## src/rtl/mips_pkg.sv

```systemverilog
// Shared word/address types and reset constants for the fetch slice.
// The fetch buffer entry packs the successor address with the instruction word.
package mips_pkg;

  localparam int WORD_W = 32;
  localparam int ADDR_W = 32;

  typedef logic [WORD_W-1:0] word_t;
  typedef logic [ADDR_W-1:0] addr_t;

  localparam word_t NOP_WORD     = 32'h0000_0000;
  localparam addr_t RESET_PC_DEF = 32'h0000_0000;

  typedef struct packed {
    addr_t pc;
    word_t instr;
  } fetch_ent_t;

endpackage

```

## src/rtl/fetch_if.sv

```systemverilog
// Instruction-memory request/grant plus in-order response bus.
// master = fetch stage, slave = instruction memory.
interface fetch_if;
  import mips_pkg::*;

  logic  req;
  addr_t addr;
  logic  gnt;
  logic  rvalid;
  word_t rdata;

  modport master (output req, addr, input gnt, rvalid, rdata);
  modport slave  (input req, addr, output gnt, rvalid, rdata);

endinterface

```

## src/rtl/fetch_fifo.sv

```systemverilog
// Synchronous FIFO of fetched {pc+1, instr} entries, single-cycle push/pop.
// Flush empties it and wins over a same-cycle push; caller never pushes when full.
module fetch_fifo
  import mips_pkg::*;
#(
  parameter int DEPTH = 2,
  localparam int AW = $clog2(DEPTH),
  localparam int CW = AW + 1
) (
  input  logic          clk,
  input  logic          rst_n,
  input  logic          push,
  input  fetch_ent_t    push_data,
  input  logic          pop,
  input  logic          flush,
  output logic [CW-1:0] count,
  output fetch_ent_t    head,
  output logic          empty,
  output logic          full
);

  fetch_ent_t    mem [DEPTH];
  logic [AW-1:0] rd_ptr;
  logic [AW-1:0] wr_ptr;

  always_ff @(posedge clk) begin
    if (!rst_n) begin
      rd_ptr <= '0;
      wr_ptr <= '0;
      count  <= '0;
    end else if (flush) begin
      rd_ptr <= '0;
      wr_ptr <= '0;
      count  <= '0;
    end else begin
      if (push) wr_ptr <= wr_ptr + AW'(1);
      if (pop)  rd_ptr <= rd_ptr + AW'(1);
      count <= count + CW'(push) - CW'(pop);
    end
  end

  // Storage carries no reset; occupancy is tracked by count alone.
  always_ff @(posedge clk) begin
    if (push && !flush) mem[wr_ptr] <= push_data;
  end

  assign head  = mem[rd_ptr];
  assign empty = (count == '0);
  assign full  = (count == CW'(DEPTH));

endmodule

```

## src/rtl/fetch.sv

```systemverilog
// Fetch stage: owns the PC, keeps at most DEPTH words in flight or buffered, feeds IF/ID.
// Address to valid_id is 2 cycles with 1-cycle memory; stall_id holds IF/ID, redirect squashes.
module fetch
  import mips_pkg::*;
#(
  parameter addr_t RESET_PC = RESET_PC_DEF,
  parameter int    DEPTH    = 2,
  parameter word_t NOP      = NOP_WORD
) (
  input  logic     clk,
  input  logic     rst_n,
  fetch_if.master  imem,
  input  logic     stall_id,
  input  logic     pc_we_id,
  input  addr_t    pc_data_id,
  output addr_t    pc_id,
  output word_t    ir_id,
  output logic     valid_id
);

  localparam int CW = $clog2(DEPTH) + 1;
  typedef logic [CW-1:0] cnt_t;

  addr_t      pc;
  addr_t      rsp_pc;
  cnt_t       outstanding;
  cnt_t       outstanding_next;
  cnt_t       drop;
  cnt_t       fifo_count;
  logic       run;
  logic       redirect;
  logic       grant;
  logic       push_ok;
  logic       take;
  logic       fifo_push;
  logic       fifo_pop;
  logic       fifo_empty;
  logic       fifo_full;
  fetch_ent_t fifo_head;
  fetch_ent_t rsp_ent;

  assign redirect = pc_we_id & valid_id;

  // Capacity rule guarantees every returning word has a buffer slot.
  assign imem.req  = run & (({1'b0, outstanding} + {1'b0, fifo_count}) < (CW + 1)'(DEPTH));
  assign imem.addr = pc;
  assign grant     = imem.req & imem.gnt;

  assign outstanding_next = outstanding + cnt_t'(grant) - cnt_t'(imem.rvalid);

  assign push_ok = imem.rvalid & ~redirect & (drop == '0);
  assign take    = ~redirect & ~stall_id;

  // rsp_pc tracks the address of the next right-path response, so no
  // per-request address queue is needed.
  assign rsp_ent.pc    = rsp_pc + 32'd1;
  assign rsp_ent.instr = imem.rdata;

  // A word arriving into an empty buffer while ID can take it bypasses
  // straight into IF/ID; this gives 2-cycle latency and full throughput.
  assign fifo_push = push_ok & ~(fifo_empty & take);
  assign fifo_pop  = take & ~fifo_empty;

  fetch_fifo #(.DEPTH(DEPTH)) u_fifo (
    .clk       (clk),
    .rst_n     (rst_n),
    .push      (fifo_push),
    .push_data (rsp_ent),
    .pop       (fifo_pop),
    .flush     (redirect),
    .count     (fifo_count),
    .head      (fifo_head),
    .empty     (fifo_empty),
    .full      (fifo_full)
  );

  always_ff @(posedge clk) begin
    if (!rst_n) begin
      pc          <= RESET_PC;
      rsp_pc      <= RESET_PC;
      outstanding <= '0;
      drop        <= '0;
      run         <= 1'b0;
    end else begin
      run         <= 1'b1;
      outstanding <= outstanding_next;
      if (redirect) begin
        pc     <= pc_data_id;
        rsp_pc <= pc_data_id;
        drop   <= outstanding_next;
      end else begin
        if (grant)                      pc     <= pc + 32'd1;
        if (push_ok)                    rsp_pc <= rsp_pc + 32'd1;
        if (imem.rvalid && drop != '0)  drop   <= drop - cnt_t'(1);
      end
    end
  end

  always_ff @(posedge clk) begin
    if (!rst_n) begin
      pc_id    <= '0;
      ir_id    <= NOP;
      valid_id <= 1'b0;
    end else if (redirect) begin
      ir_id    <= NOP;
      valid_id <= 1'b0;
    end else if (!stall_id) begin
      if (!fifo_empty) begin
        pc_id    <= fifo_head.pc;
        ir_id    <= fifo_head.instr;
        valid_id <= 1'b1;
      end else if (push_ok) begin
        pc_id    <= rsp_ent.pc;
        ir_id    <= rsp_ent.instr;
        valid_id <= 1'b1;
      end else begin
        ir_id    <= NOP;
        valid_id <= 1'b0;
      end
    end
  end

endmodule

```

## src/flat_wrapper.sv

```systemverilog
// flat-port wrapper written by rule: the top's interface ports become plain ports
module fetch_flat import mips_pkg::*;
#(
  parameter addr_t RESET_PC = RESET_PC_DEF,
  parameter int    DEPTH    = 2,
  parameter word_t NOP      = NOP_WORD
)
  (clk, rst_n, stall_id, pc_we_id, pc_data_id, pc_id, ir_id, valid_id, imem_req, imem_addr, imem_gnt, imem_rvalid, imem_rdata);
  fetch_if imem_i ();
  input  logic clk;
  input  logic rst_n;
  input  logic stall_id;
  input  logic pc_we_id;
  input  addr_t pc_data_id;
  output addr_t pc_id;
  output word_t ir_id;
  output logic valid_id;
  output wire logic [$bits(imem_i.req)-1:0] imem_req;
  output wire logic [$bits(imem_i.addr)-1:0] imem_addr;
  input wire logic [$bits(imem_i.gnt)-1:0] imem_gnt;
  input wire logic [$bits(imem_i.rvalid)-1:0] imem_rvalid;
  input wire logic [$bits(imem_i.rdata)-1:0] imem_rdata;
  assign imem_req = imem_i.req;
  assign imem_addr = imem_i.addr;
  assign imem_i.gnt = imem_gnt;
  assign imem_i.rvalid = imem_rvalid;
  assign imem_i.rdata = imem_rdata;
  fetch #(.RESET_PC(RESET_PC), .DEPTH(DEPTH), .NOP(NOP)) u_core (.clk(clk), .rst_n(rst_n), .imem(imem_i), .stall_id(stall_id), .pc_we_id(pc_we_id), .pc_data_id(pc_data_id), .pc_id(pc_id), .ir_id(ir_id), .valid_id(valid_id));
endmodule
```

## config.mk

```make
export PLATFORM = sky130hd
export DESIGN_NAME = fetch_flat
export DESIGN_NICKNAME = d
export VERILOG_FILES = /design/src/rtl/mips_pkg.sv /design/src/rtl/fetch_if.sv /design/src/rtl/fetch_fifo.sv /design/src/rtl/fetch.sv /design/src/flat_wrapper.sv
export SDC_FILE = /design/constraint.sdc
export NUM_CORES = 1
export LEC_CHECK = 0
export CAP_MARGIN = 15
export CORE_UTILIZATION = 61
export CTS_BUF_LIST = sky130_fd_sc_hd__clkbuf_8
export CTS_CLUSTER_SIZE = 8
export DETAILED_ROUTE_END_ITERATION = 8
export PLACE_DENSITY = 0.88
export SYNTH_ARGS = -nofsm -noshare
export SYNTH_HDL_FRONTEND = slang
export SYNTH_SLANG_ARGS = --single-unit
```

## constraint.sdc

```tcl
create_clock -name clk -period 13 [get_ports clk]
set_input_delay 1.3 -clock clk [delete_from_list [all_inputs] [get_ports clk]]
set_output_delay 1.3 -clock clk [all_outputs]
set_load 0.005 [all_outputs]
```

After elaboration in Yosys (flattened, before gate mapping)
Memory sizes are Yosys's and may differ from the RTL's. A register that Yosys moved wholly into a read port is not among the register bits.
Index checks and enable logic that the tools add are counted.
- bits in registers: 138
- memory bits (writable): 128
- output and inout port bits: 98
- logic and storage cells: 65
- memories: 1
- memory list (memory ; depth ; width ; read ports ; clocked after Yosys merged registers in ; write ports ; line ; RTL):
    u_core.u_fifo.mem ; 2 ; 64 ; 1 ; 1 ; 1 ; fetch_fifo.sv:22 ; fetch_ent_t mem [DEPTH];
- add/sub/neg operators: 10
- order comparisons: 1
- equality and inequality tests: 1
- multiplexer cells: 16
- bitwise operators: 14
- reductions and logical operators: 11
- operators with widths (cell ; count):
    32-bit 2-to-1 mux ; 7
    32-bit by 1-bit adder with 32-bit output (second input constant) ; 2
    1-bit bitwise AND ; 9
    2-bit nonzero test ; 4
    1-bit 2-to-1 mux ; 7
    1-bit NOT ; 5
    2-bit by 1-bit adder with 2-bit output ; 2
    2-bit zero test ; 2
    2-bit 2-to-1 mux ; 2
    2-bit by 1-bit subtractor with 2-bit output ; 2
    2-bit by 2-bit adder with 3-bit output ; 1
    3-bit by 2-bit < comparator with 1-bit output (second input constant) ; 1
    3-bit AND reduction ; 1
    1-bit adder (second input constant) ; 2
    1-bit logical AND ; 2
    2-bit by 1-bit inequality test with 1-bit output (second input constant) ; 1
    2-bit OR reduction ; 1
    2-bit by 1-bit subtractor with 2-bit output (second input constant) ; 1
    1-bit zero test ; 1

Depth between registers and ports, before layout
- depth after elaboration: 9
- depth in mapped cells: 12

Hierarchy
From an unflattened synthesis, not the netlist that was laid out.
- cells, all modules: 1025
- area total of the unflattened synthesis: 11797.6 um^2
- by module, submodules not included (module ; instances ; cells each ; area an instance (um^2) ; seq. area each (um^2)):
    fetch ; 1 ; 803 ; 6648.9 ; 2682.6
    fetch_fifo ; 1 ; 222 ; 5148.7 ; 3943.8

Least setup slack after synthesis
No wires, ideal clock.
- kind: input -> register
- start: in pc_we_id
- end: mem u_core.u_fifo.mem[0][0] (netlist name) (enable)
- setup time: 0.487 ns
- arrival time: 4.630 ns
- setup slack: 7.884 ns
- stages on the path: 5
- buffers on the path: 1
- cell sequence: and2_1 > clkbuf_1 > nor2_1 > o21ai_0 > nor2_1
- longest elaborated chain between the ends: 9
- elaborated cells on any way between the ends: 12
- classes of those cells: mux (2); bitwise (8); reduce/logical (2)
- RTL lines (item ; line ; RTL):
    start, declared ; flat_wrapper.sv:13 ; input logic pc_we_id;
    1-bit bitwise AND (*) ; fetch.sv:42 ; assign redirect = pc_we_id & valid_id;
    1-bit NOT ; fetch.sv:51, fetch.sv:52 ;
    1-bit bitwise AND ; fetch.sv:52 ; assign take = ~redirect & ~stall_id;
    1-bit bitwise AND ; fetch.sv:61 ; assign fifo_push = push_ok & ~(fifo_empty & take);
    1-bit NOT ; fetch.sv:61 ;
    1-bit bitwise AND ; fetch.sv:61 ;
    1-bit logical AND (*) ; fetch_fifo.sv:44 ; if (push && !flush) mem[wr_ptr] <= push_data;
    1-bit 2-to-1 mux (*) ; fetch_fifo.sv:44 ;
    1-bit 2-to-1 mux (not written as such) (*) ; fetch_fifo.sv:44 ;
    end, declared ; fetch_fifo.sv:22 ;
Every way passes the cells marked *; elsewhere a longest branch is shown, timed or not.

Final worst setup path
- start: in pc_we_id
- end: mem u_core.u_fifo.mem[0][27] (netlist name) (enable)
The elaborated chain is that of the path after synthesis.

==> results.cfg <==
[run_status]
status = complete, no violations

[finish]
final_common_cell = clkdlybuf4s50_1
nFillCells = 1173
area_delta_synth_final_pct = 21.9
drive_gt1_frac = 0.0989
fin_nets = 1298
layout_common_cells = 165 x clkdlybuf4s50_1, 138 x dfxtp_1, 128 x edfxtp_1
antenna_cells = 0

[detailed_routing]
avgViaCountPerCell = 6.15
wirelength_um = 28400
drc_errors = 0
antenna_left = 0
wl_per_cell_um = 19.1
drtPass1Iterations = 5
vias = 9153
first_iter_violations = 737

[grt]
grt_pass1_vias = 8904
antenna_found_initial = 0
grt_pass1_wl_um = 45700
grt_overflow_total = 0
grt_max_degree = 101
track_usage = 0.293

[sta]
slew_headroom = 0.247
fin_crit_sh = 0.295
period_minus_slack_ns = 3.84
fin_ws_ns = 9.16
worstMarginPinSlew_ns = 1.12
finalSetupTns_ns = 0
finClkSkew_ns = 0.0244
rsz0062_at_grt = no
final_hold_viol_count = 0
setup_viol_count_final = 0
timing.hold.ws_ns = 0.467
finalMaxSlewViolations = 0
fmax_mhz = 260

[critical_path]
end_kind = register
arrival_ns = 4.00
critical_path_class = in2reg
crit_required_ns = 13.16
worstSetupStartpointType = input port
cp_max_fo = 43

[synthesis]
seq_area_frac_synth = 0.568
ys_types = 54
netlist_area_um2 = 11700
ys_ff_latch = 267
synth.yosys.warnings = 0
synthCells = 1068
synth.avg_cell_area_um2 = 10.9
yosysTopAreaCell = edfxtp_1
synth.area.top_cells = edfxtp_1 33%, dfxtp_1 24%, xnor2_1 5.0%
synth_nets = 1146
synth_top_area_frac = 0.329
yosys_most_used_dff = dfxtp_1
async_flop_share = 0
synth_edf_count = 128

[clock_tree]
clock_path_buffers = 3
cts_setup_buffers = 0
path_clk_slew_ns = 0.05
cts_tree = built
clock_sinks = 267
cts_resized = 0
cts_root_buf = clkbuf_8
clock_latency_ns = 0.55
cts-htree-levels = 2
ctsHoldBuffers = 0
cts_buffers = 43

[die]
die_h_um = 140
rows = 50
io_pins = 168
die_w_um = 140
core_area_um2 = 18700
initial_core_util = 0.624
dieArea_um2 = 19700

[place]
post-place-ws_ns = 8.74
hpwlAfterDp_um = 18600
place_congestion = 0.925
portBuffers = 167

[power_and_ir_drop]
vdd_ir_drop_max_mv = 0.110
powerDensity_nw_per_um2 = 179
p_leak_nw = 4.79
finalPower_mw = 2.55

[flow_run]
maxCapViolations = 0

[hold_path]
hold_path_class = reg2reg
[cells by family after synthesis]
kind of cell             share of synthesized area
AO/OA/AOI/OAI                                0.125
flip-flops                                   0.568
buffers and inverters                       0.0326
adder cells (fa/ha/maj)                    0.00922
AND/OR/NAND/NOR                              0.141
XOR/XNOR                                    0.0660
multiplexers                                0.0581
[power breakdown]
group	switching, mW	internal, mW	total, mW
Clock	0.314	0.338	0.652
Sequential	0.122	1.08	1.20
Combinational	0.359	0.339	0.698
[metal layers]
metal / track usage / wire length [µm] / vias to the layer above
met2: 0.482 / 13600 / 495
met5: 0 / 0 / -
met3: 0.0516 / 2550 / 68
met4: 0.117 / 799 / 0
li1: - / - / 4245
met1: 0.387 / 11400 / 4345
[worst paths after layout]
kind | from | to | slack [ns] | cells past startpoint
worst max-delay path | pc_we_id | u_core.u_fifo.mem[0][27] | 9.16 | 6
worst min-delay path | u_core.pc_id[1] | u_core.pc_id[1] | 0.47 | 2
worst max register to register | u_core.u_fifo.count[1] | u_core.u_fifo.mem[0][27] | 9.44 | 4
worst min register to register | u_core.pc_id[1] | u_core.pc_id[1] | 0.47 | 2
[cells in the mapped netlist (5+ instances only)]
library cell / instances
nand3_1: 27
nor3_1: 70
nor2b_1: 37
nor2_1: 47
and2_1: 9
nor4_1: 13
edfxtp_1: 128
inv_1: 21
mux2_2: 38
ha_1: 7
o211ai_1: 5
xor2_1: 22
dfxtp_1: 139
a31oi_1: 5
a21oi_1: 78
xnor2_1: 66
and3_1: 5
and4_1: 8
nand2_1: 57
o22ai_1: 5
clkbuf_1: 58
nand4_1: 20
a221oi_1: 32
o21ai_0: 66
buf_2: 11
a21boi_0: 5
o21a_1: 16
mux2i_1: 25
a211oi_1: 5
[state kept, by name, indices dropped and copies added (netlist names), named ones only]
name / count
u_core.u_fifo.mem: 128
u_core.ir_id: 32
u_core.u_fifo.wr_ptr: 1
u_core.rsp_pc: 32
u_core.imem.addr: 32
u_core.valid_id: 1
u_core.u_fifo.count: 2
u_core.u_fifo.rd_ptr: 1
u_core.outstanding: 2
u_core.drop: 2
u_core.run: 1
u_core.pc_id: 32
[cell type report]
class	count	area, µm²	share of cell area
timing repair buffer	179	1750	0.123
multi-input combinational	708	4690	0.330
inverter	21	78.8	0.00554
tap	234	293	0.0206
clock inverter	31	130	0.00914
sequential	267	6630	0.466
clock buffer	48	661	0.0464
[worst max-delay path, cell delays in order]
cell and delay, ns:
clkdlybuf4s50_1 0.48, and2_1 0.31, nor2_1 0.20, o21ai_0 0.38, nor2_4 0.69, buf_4 0.61
[stage by stage]
step / cells / cell area (µm²) / utilization
6_report: 1488 / 14200 / 0.761
4_1_cts: 1488 / 14200 / 0.761
5_1_grt: 1488 / 14200 / 0.761
3_3_place_gp: 1409 / 13400 / 0.719
3_5_place_dp: 1409 / 13400 / 0.719
2_1_floorplan: 1068 / 11700 / -
No activity file was read; power rests on OpenSTA's default activity.
==> edit: new RTL, same settings <==
Reset style: asynchronous (`rst_n`), changed in 3 clocked blocks.
--- a/src/rtl/fetch_fifo.sv
+++ b/src/rtl/fetch_fifo.sv
@@ -23,7 +23,7 @@
   logic [AW-1:0] rd_ptr;
   logic [AW-1:0] wr_ptr;
 
-  always_ff @(posedge clk) begin
+  always_ff @(posedge clk or negedge rst_n) begin
     if (!rst_n) begin
       rd_ptr <= '0;
       wr_ptr <= '0;
--- a/src/rtl/fetch.sv
+++ b/src/rtl/fetch.sv
@@ -74,7 +74,7 @@
     .full      (fifo_full)
   );
 
-  always_ff @(posedge clk) begin
+  always_ff @(posedge clk or negedge rst_n) begin
     if (!rst_n) begin
       pc          <= RESET_PC;
       rsp_pc      <= RESET_PC;
@@ -96,7 +96,7 @@
     end
   end
 
-  always_ff @(posedge clk) begin
+  always_ff @(posedge clk or negedge rst_n) begin
     if (!rst_n) begin
       pc_id    <= '0;
       ir_id    <= NOP;
Function: differs if rst_n is asserted again (counterexample within 4 cycles, from zero or initial values and one cycle with rst_n low); with rst_n held inactive, the same outputs for 4 cycles.
==> edit against the original RTL <==
Critical path type unchanged; setup slack gained 0.096 ns; fmax grew 2.6%; design area grew 1.1%; sequential cell count shrank 1; critical endpoint is now u_core.u_fifo.mem[0][2]; routed wire length shrank 11%; synthesized area grew 0.68%; total power grew 29%.
==> edit: results <==
# TYPE chip_impl_metric gauge
chip_impl_metric{name="worst_clock_skew",unit="ns"} 0.0222
chip_impl_metric{name="worst_ep_arrival_time",unit="ns"} 3.90
chip_impl_metric{name="via_per_inst",unit=""} 5.96
chip_impl_metric{name="total_via_count_after_detailed_routing",unit=""} 8350
chip_impl_metric{name="number_of_nets_in_the_layout",unit=""} 1211
chip_impl_metric{name="power.ir.vdd_worst",unit="mV"} 0.139
chip_impl_metric{name="inst_count_dp",unit=""} 1322
chip_impl_metric{name="synth.net_count",unit=""} 1051
chip_impl_metric{name="slew_at_the_pin_with_the_worst_max_slew_slack",unit="ns"} 1.15
chip_impl_info{name="synth.top_cells.by_area",value="edfxtp_1 33%, dfrtp_1 29%, mux2i_1 4.7%"} 1
chip_impl_metric{name="yosys.cell_types.count",unit=""} 53
chip_impl_info{name="worst_path_dominant_cell_family",value="buffers and inverters"} 1
chip_impl_metric{name="power.static_leakage",unit="µW"} 0.00543
chip_impl_metric{name="drive_gt1_share",unit="%"} 7.46
chip_impl_metric{name="dr.first_iter.drc_count",unit=""} 821
chip_impl_metric{name="cts_made_buffers",unit=""} 42
chip_impl_metric{name="first_pass_grt_wire_length",unit="µm"} 41500
chip_impl_metric{name="globalRouteTotalUtil",unit="%"} 26.5
chip_impl_info{name="crit_slowest_cell",value="buf_4"} 1
chip_impl_metric{name="routabilityCongestion",unit=""} 0.922
chip_impl_metric{name="asyncSetResetFlopFracSynth",unit="%"} 51.9
chip_impl_metric{name="route.detailed.wl_per_inst",unit="µm"} 18.0
chip_impl_metric{name="hpwl",unit="µm"} 16300
chip_impl_info{name="yosys-top-cells-count",value="138 x dfrtp_1, 128 x edfxtp_1, 101 x nor2_1"} 1
chip_impl_metric{name="postSynthCellCount",unit=""} 973
chip_impl_metric{name="timing.critical_path.fanout_max",unit=""} 98
chip_impl_info{name="outcome",value="finished clean"} 1
chip_impl_metric{name="grt_start_max_net_pins",unit=""} 99
chip_impl_metric{name="regToRegSetupSlack",unit="ns"} 9.95
chip_impl_metric{name="p_int",unit="µW"} 2130
chip_impl_metric{name="detail_route.first_pass.iterations",unit=""} 6
chip_impl_metric{name="synth_sequential_area_ratio",unit="%"} 62.1
==> edit: cell types whose count changed after synthesis, sizes merged, moves of 35 or more <==
cell and delta:
dfxtp -139, nor3 -43, dfrtp +138, nor2b -36
a221o +38, nor2 +54, o21ai -35
==> edit: stage by stage <==
stage | hold slack (ns) | setup slack, ns | area (µm²) | total power [µW]
finish | 0.485 | 9.26 | 14400 | 3290
global route | 0.514 | 9.05 | 14400 | 3490
CTS | 0.491 | 9.26 | 14400 | 3290
detailed placement | 0.473 | 8.70 | 13600 | 2640
global placement | 0.467 | 8.77 | 13600 | 2590
floorplan | 0.473 | 7.86 | 11800 | 2110
==> edit: per-layer routing <==
metal,vias up,track usage [%],share of wire (%),wire [µm]
met1,4030,39.0,45,11300
li1,3932,-,-,-
met3,38,4.76,7.8,1980
met2,350,40.6,46,11600
met5,-,0,0,0
met4,0,7.95,1.7,419
==> edit: logic make-up (layout without fill, tap and decap cells) <==
kind of cell             Yosys count  after routing  share of synthesized area, %
AND/OR/NAND/NOR                  302            302                          12.7
flip-flops                       266            266                          62.1
AO/OA/AOI/OAI                    176            176                          10.1
XOR/XNOR                          80             80                          5.96
buffers and inverters             75            269                          2.52
multiplexers                      65             65                          5.64
adder cells (fa/ha/maj)            8              8                         0.916
other                              1              1                        0.0319
==> edit: area by class of cell <==
| cell class | count | area [µm²] |
|---|---|---|
| Clock buffer | 47 | 647 |
| Clock inverter | 31 | 129 |
| Fill cell | 1171 | 4380 |
| Inverter | 15 | 56.3 |
| Multi-Input combinational cell | 632 | 4200 |
| Sequential cell | 266 | 7300 |
| Tap cell | 234 | 293 |
| Timing Repair Buffer | 176 | 1760 |
==> edit: path summary, 6_finish.rpt <==
kind / to / startpoint / cells past startpoint
max: u_core.u_fifo.mem[0][2] / pc_we_id / 6
min: u_core.pc_id[2] / u_core.pc_id[2] / 2
max reg2reg: u_core.imem.addr[30] / u_core.u_fifo.count[0] / 8
min reg2reg: u_core.pc_id[2] / u_core.pc_id[2] / 2
max in group asynchronous: u_core.u_fifo.rd_ptr / rst_n / 2
min in group asynchronous: u_core.imem.addr[29] / rst_n / 1
==> edit: power groups by stage <==
| stage | logic, µW | clock network [µW] | registers, µW |
|---|---|---|---|
| after floorplan | 752 | 0 | 1360 |
| after global placement | 1140 | 0 | 1440 |
| after detailed placement | 1190 | 0 | 1450 |
| after CTS | 1200 | 656 | 1440 |
| after global routing | 1320 | 695 | 1480 |
| final | 1200 | 642 | 1450 |
==> edit: worst min-delay path: cells and delay by family (launching register included) <==
| family | cells | cell delay (ns) |
|---|---|---|
| AND/OR/NAND/NOR | 1 | 0.05 |
| AO/OA/AOI/OAI | 1 | 0.06 |
| flip-flops | 1 | 0.35 |
